===== config.mk =====
export PLATFORM = sky130hd
export DESIGN_NAME = trigger_acq_controller
export DESIGN_NICKNAME = d
export VERILOG_FILES = /design/src/rtl/trigger_acq_controller.sv
export SDC_FILE = /design/constraint.sdc
export NUM_CORES = 1
export LEC_CHECK = 0
export CAP_MARGIN = 20
export CORE_ASPECT_RATIO = 1.1
export CORE_UTILIZATION = 50
export DETAILED_ROUTE_END_ITERATION = 10
export GPL_TIMING_DRIVEN = 0
export HOLD_SLACK_MARGIN = 0.06
export PLACE_DENSITY = 0.76
export SLEW_MARGIN = 20
export SYNTH_ARGS = -nofsm -noshare
export SYNTH_HDL_FRONTEND = slang
export SYNTH_SLANG_ARGS = --single-unit

===== constraint.sdc =====
create_clock -name clk -period 4.4 [get_ports clk]
set_clock_uncertainty 0.1 [all_clocks]
set_input_delay 0.88 -clock clk [delete_from_list [all_inputs] [get_ports clk]]
set_output_delay 0.88 -clock clk [all_outputs]
set_load 0.01 [all_outputs]

===== src/rtl/trigger_acq_controller.sv =====
// Purpose: arms, waits for a trigger, delays, then forwards N samples with tlast, then holds off and optionally re-arms.
// Latency: captured samples appear on M_AXIS one clk after they are presented on S_AXIS.
// Backpressure: none; the sample stream has no tready, so every valid sample in the window is forwarded.
module trigger_acq_controller #(
    parameter int AXIS_TDATA_WIDTH = 16,
    parameter int CNT_WIDTH        = 16,
    parameter int LEN_WIDTH        = 14
) (
    input  logic                        clk,
    input  logic                        rst,
    input  logic                        arm,
    input  logic                        continuous,
    input  logic                        abort,
    input  logic                        trigger_in,
    input  logic [CNT_WIDTH-1:0]        delay_cycles,
    input  logic [LEN_WIDTH-1:0]        capture_len,
    input  logic [CNT_WIDTH-1:0]        holdoff_cycles,
    input  logic [AXIS_TDATA_WIDTH-1:0] S_AXIS_tdata,
    input  logic                        S_AXIS_tvalid,
    output logic [AXIS_TDATA_WIDTH-1:0] M_AXIS_tdata,
    output logic                        M_AXIS_tvalid,
    output logic                        M_AXIS_tlast,
    output logic                        busy,
    output logic [2:0]                  state_out,
    output logic [CNT_WIDTH-1:0]        trig_count,
    output logic [CNT_WIDTH-1:0]        trig_missed
);

    typedef enum logic [2:0] {
        ST_IDLE    = 3'd0,
        ST_ARMED   = 3'd1,
        ST_DELAY   = 3'd2,
        ST_CAPTURE = 3'd3,
        ST_HOLDOFF = 3'd4
    } state_t;

    localparam logic [CNT_WIDTH-1:0] CNT_ONE = 1;
    localparam logic [LEN_WIDTH-1:0] LEN_ONE = 1;

    state_t               state;
    state_t               state_nxt;
    logic [CNT_WIDTH-1:0] cnt;       // cycles spent in the current DELAY/HOLDOFF visit
    logic [LEN_WIDTH-1:0] smp_cnt;   // samples already captured in this window
    logic [CNT_WIDTH-1:0] delay_lat;
    logic [LEN_WIDTH-1:0] len_lat;
    logic [CNT_WIDTH-1:0] holdoff_lat;
    logic [LEN_WIDTH-1:0] len_last;  // index of the final sample; length 0 behaves as 1

    logic accept;
    logic missed;
    logic relatch;
    logic fire;
    logic last;

    assign len_last  = (len_lat == '0) ? '0 : len_lat - LEN_ONE;
    assign busy      = (state != ST_IDLE);
    assign state_out = state;

    // Next-state and per-cycle event decode; abort overrides every other event.
    always_comb begin
        state_nxt = state;
        accept    = 1'b0;
        missed    = 1'b0;
        relatch   = 1'b0;
        fire      = 1'b0;
        last      = 1'b0;
        case (state)
            ST_IDLE: begin
                if (arm) begin
                    state_nxt = ST_ARMED;
                    relatch   = 1'b1;
                end
            end
            ST_ARMED: begin
                if (trigger_in) begin
                    accept    = 1'b1;
                    state_nxt = (delay_lat != '0) ? ST_DELAY : ST_CAPTURE;
                end
            end
            ST_DELAY: begin
                missed = trigger_in;
                if (cnt == delay_lat - CNT_ONE) begin
                    state_nxt = ST_CAPTURE;
                end
            end
            ST_CAPTURE: begin
                missed = trigger_in;
                if (S_AXIS_tvalid) begin
                    fire = 1'b1;
                    if (smp_cnt == len_last) begin
                        last = 1'b1;
                        if (holdoff_lat != '0) begin
                            state_nxt = ST_HOLDOFF;
                        end else if (continuous) begin
                            state_nxt = ST_ARMED;
                            relatch   = 1'b1;
                        end else begin
                            state_nxt = ST_IDLE;
                        end
                    end
                end
            end
            ST_HOLDOFF: begin
                missed = trigger_in;
                if (cnt == holdoff_lat - CNT_ONE) begin
                    if (continuous) begin
                        state_nxt = ST_ARMED;
                        relatch   = 1'b1;
                    end else begin
                        state_nxt = ST_IDLE;
                    end
                end
            end
            default: state_nxt = ST_IDLE;
        endcase
        if (abort) begin
            state_nxt = ST_IDLE;
            accept    = 1'b0;
            missed    = 1'b0;
            relatch   = 1'b0;
            fire      = 1'b0;
            last      = 1'b0;
        end
    end

    // State register, dwell/sample counters and configuration latch.
    always_ff @(posedge clk) begin
        if (!rst) begin
            state       <= ST_IDLE;
            cnt         <= '0;
            smp_cnt     <= '0;
            delay_lat   <= '0;
            len_lat     <= '0;
            holdoff_lat <= '0;
        end else begin
            state <= state_nxt;
            cnt   <= (state_nxt == state) ? cnt + CNT_ONE : '0;
            if (state_nxt != ST_CAPTURE) begin
                smp_cnt <= '0;
            end else if (fire) begin
                smp_cnt <= smp_cnt + LEN_ONE;
            end
            if (relatch) begin
                delay_lat   <= delay_cycles;
                len_lat     <= capture_len;
                holdoff_lat <= holdoff_cycles;
            end
        end
    end

    // Registered output stream and trigger statistics.
    always_ff @(posedge clk) begin
        if (!rst) begin
            M_AXIS_tdata  <= '0;
            M_AXIS_tvalid <= 1'b0;
            M_AXIS_tlast  <= 1'b0;
            trig_count    <= '0;
            trig_missed   <= '0;
        end else begin
            M_AXIS_tvalid <= fire;
            M_AXIS_tlast  <= last;
            M_AXIS_tdata  <= fire ? S_AXIS_tdata : '0;
            if (accept) begin
                trig_count <= trig_count + CNT_ONE;
            end
            if (missed && (trig_missed != '1)) begin
                trig_missed <= trig_missed + CNT_ONE;
            end
        end
    end

endmodule


==> results of run 1 <==
power groups by stage:
stage | Clock (W) | Combinational (W) | Sequential (W)
2_1_floorplan | 0 | 0.000389 | 0.00125
3_3_place_gp | 0 | 0.000526 | 0.00125
3_5_place_dp | 0 | 0.000532 | 0.00126
4_1_cts | 0.00149 | 0.000537 | 0.00123
5_1_grt | 0.00155 | 0.000596 | 0.00123
6_report | 0.00147 | 0.000542 | 0.00123
layer usage:
layer  routed length, um  share of wire, %  up-vias  track usage, %
met3                 680               3.7       36            4.72
li1                    -                 -     3245               -
met4                 411               2.2        0            10.6
met2                9260                50      164            42.7
met5                   0                 0        -               0
met1                8010                44     3059            30.1
worst min-delay path by stage:
| stage | start | to | slack (ps) | cells past startpoint |
|---|---|---|---|---|
| after floorplan | smp_cnt[13] | smp_cnt[13] | 400 | 2 |
| after global placement | trig_missed[1] | trig_missed[1] | 400 | 2 |
| after detailed placement | trig_missed[1] | trig_missed[1] | 410 | 2 |
| after CTS | trig_missed[1] | trig_missed[1] | 410 | 2 |
| after global routing | trig_missed[1] | trig_missed[1] | 440 | 2 |
| final | trig_missed[1] | trig_missed[1] | 410 | 2 |
cell families after synthesis:
logic type      share of synthesized area, %
mux                                     6.73
buf+inv                                 5.47
compound gates                          12.2
simple gates                            28.2
fa+ha+maj                               1.18
flops                                   34.7
xor+xnor                                11.4
worst max-delay path: stages, from the launching register on:
cell and delay (ps):
dfxtp_1 360, inv_1 80, ha_1 210, or4b_4 490, buf_6 160, o31ai_4 290, nor2_2 60, nor4_2 310
nand4_1 240, nor4_1 480, nand3b_1 340, buf_2 350, a21oi_2 90
layout make-up:
cell class | count | area [um2]
buffer | 55 | 328
clock buffer | 21 | 450
multi-input combinational | 631 | 4450
timing repair buffer | 121 | 1210
inverter | 21 | 78.8
fill | 1220 | 4950
tap | 192 | 240
sequential | 129 | 2580
clock inverter | 10 | 160
layout by cell type, fill, tap and decap left out, types with 10 or more instances in the layout:
master	instances
o211ai_1	10
and3_1	27
a21oi_1	22
nand2_1	31
nor3_1	16
and2_1	32
xnor2_1	56
nand4_1	28
mux2i_1	50
inv_1	21
clkbuf_1	41
dfxtp_1	129
o21ai_0	13
nor2_1	58
nand3_1	34
nor4_1	11
xor2_1	41
nor2b_1	56
a21oi_2	10
clkbuf_16	17
clkdlybuf4s50_1	121
state kept, by name, indices dropped and copies added (netlist names), 3 cells and up:
register / flops
smp_cnt: 14
trig_count: 16
trig_missed: 16
M_AXIS_tdata: 16
delay_lat: 16
len_lat: 14
state_out: 3
cnt: 16
holdoff_lat: 16
metrics by stage:
stage / util (%) / hold WS [ps] / instance area, um2 / total power (W)
detailed placement: 61.5 / 405 / 8880 / 0.00179
global route: 65.8 / 440 / 9500 / 0.00338
CTS: 65.7 / 414 / 9490 / 0.00326
global placement: 61.5 / 396 / 8880 / 0.00178
floorplan: - / 403 / 7430 / 0.00163
finish: 65.8 / 414 / 9500 / 0.00325
==> summary.txt, run 1 <==
Int Power = 0.00242 W
final hold violation count = 0
vias in the first global route = 6188
r2r setup slk = 730 ps
# Max-Cap Violations = 0
Clock Latency Late Sink = 430 ps
PostCTS Resize Cnt = 0
Slew headroom = 38.0%
Die Y = 130 um
capturing point of the worst reg2reg path = cnt[7]
Wirelength per Cell = 15.6 um
setup ws final = 733 ps
critical path type = flip-flop to flip-flop
RSZ-0062 raised after global routing = no
Startpoint Class = flip-flop
share of the synthesized area in the top cell type = 34.7%
Min Clock Period, post-route = 3670 ps
PwrDens = 342 nW/um2
Area contributors post-synth = dfxtp_1 (35%), mux2i_1 (6.7%), xnor2_1 (6.6%)
io pins = 123
Top FF cell, synth = dfxtp_1
Final Setup Violations = 0
Gate power share = 16.7%
Worst IR Drop VDD = 0.000271 V
Total Neg Setup Slack = 0 ps
GPL Wtd Cong = 0.892
syn avg cell area = 8.89 um2
initial antenna violation count = 0
H-tree Lvls = 4
Syn. warnings = 0
largest net degree at the start of global routing = 17
die width = 118 um
diodes inserted = 0
RR Startpoint = len_lat[0]
register bit total from synthesis = 129
sequential element share of the synthesized area = 34.7%
Reg power frac = 37.9%
Worst Hold Class = flip-flop to flip-flop
CTS tree = done
pre-CTS setup slack = 563 ps
FMAX = 0.273 GHz
CP Max Fanout = 10
Clock Tree Buf Depth = 2
Clock power frac = 45.4%
postcts setup bufs = 0
detailed placer's ending HPWL = 13600 um
Post-Synthesis Cells = 836
clock slew at reported path FFs = 60 ps
Area Growth Syn to Fin = 27.8%
cell area after synthesis = 7430 um2
worst slew pin tran = 917 ps
Post-DRT Antenna Nets = 0
status = finished, final reports clean
Slew Limit Fails = 0
cell count after placement = 1149
Required @ worst endpoint = 4610 ps
synthesized net count = 912
Final Cycle Share = 83.3%
GRT Residual Overflow = 0
CP Capture Point = cnt[7]
most numerous cell in the Yosys netlist = dfxtp_1
Async S/R FF share, synth = 0%
total leakage power = 3.74 nW
num rows = 46
switch share = 25.5%
violation count after the first detailed-routing iteration = 506
total wire length = 18400 um
total track usage = 24.6%
CP Data Arrival Time = 3880 ps
distinct cell type count of the synthesized netlist = 85
cell accounting for the most synthesized area = dfxtp_1
switching power = 0.000828 W
most frequent cells after synthesis = dfxtp_1 (129), nor2_1 (58), nor2b_1 (56), xnor2_1 (56), mux2i_1 (50)
first-pass GRT wire length = 30200 um
CORE AREA = 14400 um2
non-filler cells, final = 1180
Post-CTS Hold Fix Bufs = 0
DR vias/cell = 5.51
die area = 15400 um2
worst-case reg-to-reg path depth = 12
Initial Util = 51.4%
Initial DRT Pass Iterations = 5
Post-synth EDFFs = 0
root buffer selected by CTS = clkbuf_16
layout cell share with drive strength beyond 1 = 9.31%
port buffer count = 121
via count = 6504
Critical Path Source = len_lat[0]
cts bufs inserted = 17
DRC viols = 0
# clock sinks = 129
NumNets Final = 1052
Setup crit end kind = flip-flop
No activity file was read; power rests on OpenSTA's default activity.
==> inputs of run 2 (changes only) <==
--- a/config.mk
+++ b/config.mk
@@ -7,11 +7,11 @@
 export LEC_CHECK = 0
 export CAP_MARGIN = 20
 export CORE_ASPECT_RATIO = 1.1
-export CORE_UTILIZATION = 50
+export CORE_UTILIZATION = 49
 export DETAILED_ROUTE_END_ITERATION = 10
 export GPL_TIMING_DRIVEN = 0
 export HOLD_SLACK_MARGIN = 0.06
-export PLACE_DENSITY = 0.76
+export PLACE_DENSITY = 0.77
 export SLEW_MARGIN = 20
 export SYNTH_ARGS = -nofsm -noshare
 export SYNTH_HDL_FRONTEND = slang
==> constraint.sdc (replaced) <==
create_clock -name clk -period 3.3 [get_ports clk]
set_clock_uncertainty 0.1 [all_clocks]
set_input_delay 0.66 -clock clk [delete_from_list [all_inputs] [get_ports clk]]
set_output_delay 0.66 -clock clk [all_outputs]
set_load 0.01 [all_outputs]
==> summary.txt, run 2 (same netlist as run 1, synthesis figures left out) <==
worst slew pin tran = 645 ps
Worst IR Drop VDD = 0.000378 V
root buffer selected by CTS = clkbuf_16
GRT Residual Overflow = 0
commonest non-fill, non-tap cell in the layout = dfxtp_1
clock slew at reported path FFs = 60 ps
Initial DRT Pass Iterations = 5
capturing point of the worst reg2reg path = cnt[14]
Final Cycle Share = 96.3%
crit-path leading delay family = compound AO/OA/AOI/OAI gates
io pins = 123
worst hold slack = 400 ps
Post-CTS Hold Fix Bufs = 0
Final Setup Violations = 0
sum of buffers and inverters on the critical path = 4
fin area = 9700 um2
Cells on Worst Hold Path = 2
cell count after placement = 1149
Worst Hold Class = flip-flop to flip-flop
GPL Wtd Cong = 0.890
Initial Util = 50.8%
die area = 15700 um2
total wire length = 18600 um
PwrDens = 445 nW/um2
CP Cell Sequence = inv_2 -> ha_4 -> or4b_4 -> buf_6 -> a2111o_1 -> a21oi_2 -> a31oi_1 -> nand4_1 -> buf_6 -> nor4_4 -> or2_4 -> o31a_4 -> buf_12 -> a21oi_2
DR vias/cell = 5.50
Min Clock Period, post-route = 3180 ps
# clock sinks = 129
hold_sp = trig_missed[1]
die width = 119 um
CTS tree = done
worst-case reg-to-reg path depth = 14
status = finished, final reports clean
CP peak stage delay = 470 ps
RSZ-0062 raised after global routing = yes
DRC viols = 0
critical path type = flip-flop to flip-flop
CP Max Fanout = 10
initial antenna violation count = 0
Min-Delay Endpoint = trig_missed[1]
violation count after the first detailed-routing iteration = 526
final hold violation count = 0
detailed placer's ending HPWL = 13600 um
total leakage power = 3.85 nW
layout cell share with drive strength beyond 1 = 12.1%
first-pass GRT wire length = 30100 um
diodes inserted = 0
num rows = 46
H-tree Lvls = 4
Die Y = 131 um
non-filler cells, final = 1188
r2r setup slk = 120 ps
vias in the first global route = 6233
# Max-Cap Violations = 0
Post-DRT Antenna Nets = 0
port buffer count = 121
FMAX = 0.315 GHz
Clock Latency Late Sink = 430 ps
via count = 6529
RR Startpoint = len_lat[0]
Wirelength per Cell = 15.6 um
total track usage = 24.0%
NumNets Final = 1059
cts bufs inserted = 17
Setup crit end kind = flip-flop
CP Data Arrival Time = 3440 ps
Slew headroom = 56.8%
slowest CP cell = or4b_4
most frequent cells in the layout = dfxtp_1 (126), clkdlybuf4s50_1 (121), nor2_1 (58), xnor2_1 (56), nor2b_1 (56)
Clock Tree Buf Depth = 2
largest net degree at the start of global routing = 17
CORE AREA = 14600 um2
Startpoint Class = flip-flop
Area Growth Syn to Fin = 30.5%
Placed Area = 8880 um2
Required @ worst endpoint = 3560 ps
Slew Limit Fails = 0
[run 2: cell count changes in the layout (fill, tap and decap cells not counted), moves of 3 or more]
cell / previous run / this run
dfxtp_1: 129 / 126
clkbuf_8: 4 / 8
buf_6: 7 / 10
nor4_4: 1 / 4
nor4_1: 11 / 6
buf_4: 2 / 7
clkbuf_1: 41 / 38
[run 2: where the power goes]
part,internal [W],switching [W]
Clock,0.00121,0.000695
Sequential,0.00160,0.0000477
Combinational,0.000380,0.000392
Total,0.00318,0.00114
[run 2: routing by layer]
layer	part of all wire [%]	wire (um)	global-route usage, %
met2	51	9430	41.6
met1	44	8120	29.0
met5	0	0	0
met4	1.9	354	8.33
met3	3.5	656	5.34
[run 2: what timing repair did]
item / CTS / global route
endpoints found under the setup margin: 72 / 68
endpoints found under the hold margin: 0 / 0
gates cloned: 0 / 0
gates resized for setup: 15 / 20
buffers inserted: 5 / 1
pin swaps: 3 / 8
[run 2: worst min-delay path: stages, from the launching register on]
cell,delay [ps]
dfxtp_1,330
nand2_1,60
a21boi_0,70
[run 2: area by class of cell]
| type | instances | area [um2] |
|---|---|---|
| Buffer | 55 | 342 |
| Clock buffer | 23 | 498 |
| Clock inverter | 9 | 104 |
| Fill cell | 1251 | 4920 |
| Inverter | 21 | 78.8 |
| Multi-Input combinational cell | 631 | 4580 |
| Sequential cell | 129 | 2590 |
| Tap cell | 192 | 240 |
| Timing Repair Buffer | 128 | 1260 |
[run 2: through the flow]
step | util, % | worst slack, ps | total power (W) | TNS (ps)
floorplan | - | 235 | 0.00218 | 0
global placement | 60.8 | -323 | 0.00237 | -12770
detailed placement | 60.8 | -308 | 0.00238 | -14740
CTS | 65.6 | 27.9 | 0.00432 | 0
global route | 66.3 | -17.4 | 0.00450 | -33.2
finish | 66.3 | 121 | 0.00432 | 0
[run 2: worst max path at each step]
stage	from	endpoint	slack, ps	cells after the start
floorplan	len_lat[0]	cnt[6]	240	13
global placement	trigger_in	trig_count[15]	-320	10
detailed placement	trigger_in	trig_count[15]	-310	10
CTS	holdoff_lat[6]	len_lat[3]	30	10
global route	len_lat[0]	cnt[7]	-20	14
finish	len_lat[0]	cnt[14]	120	14
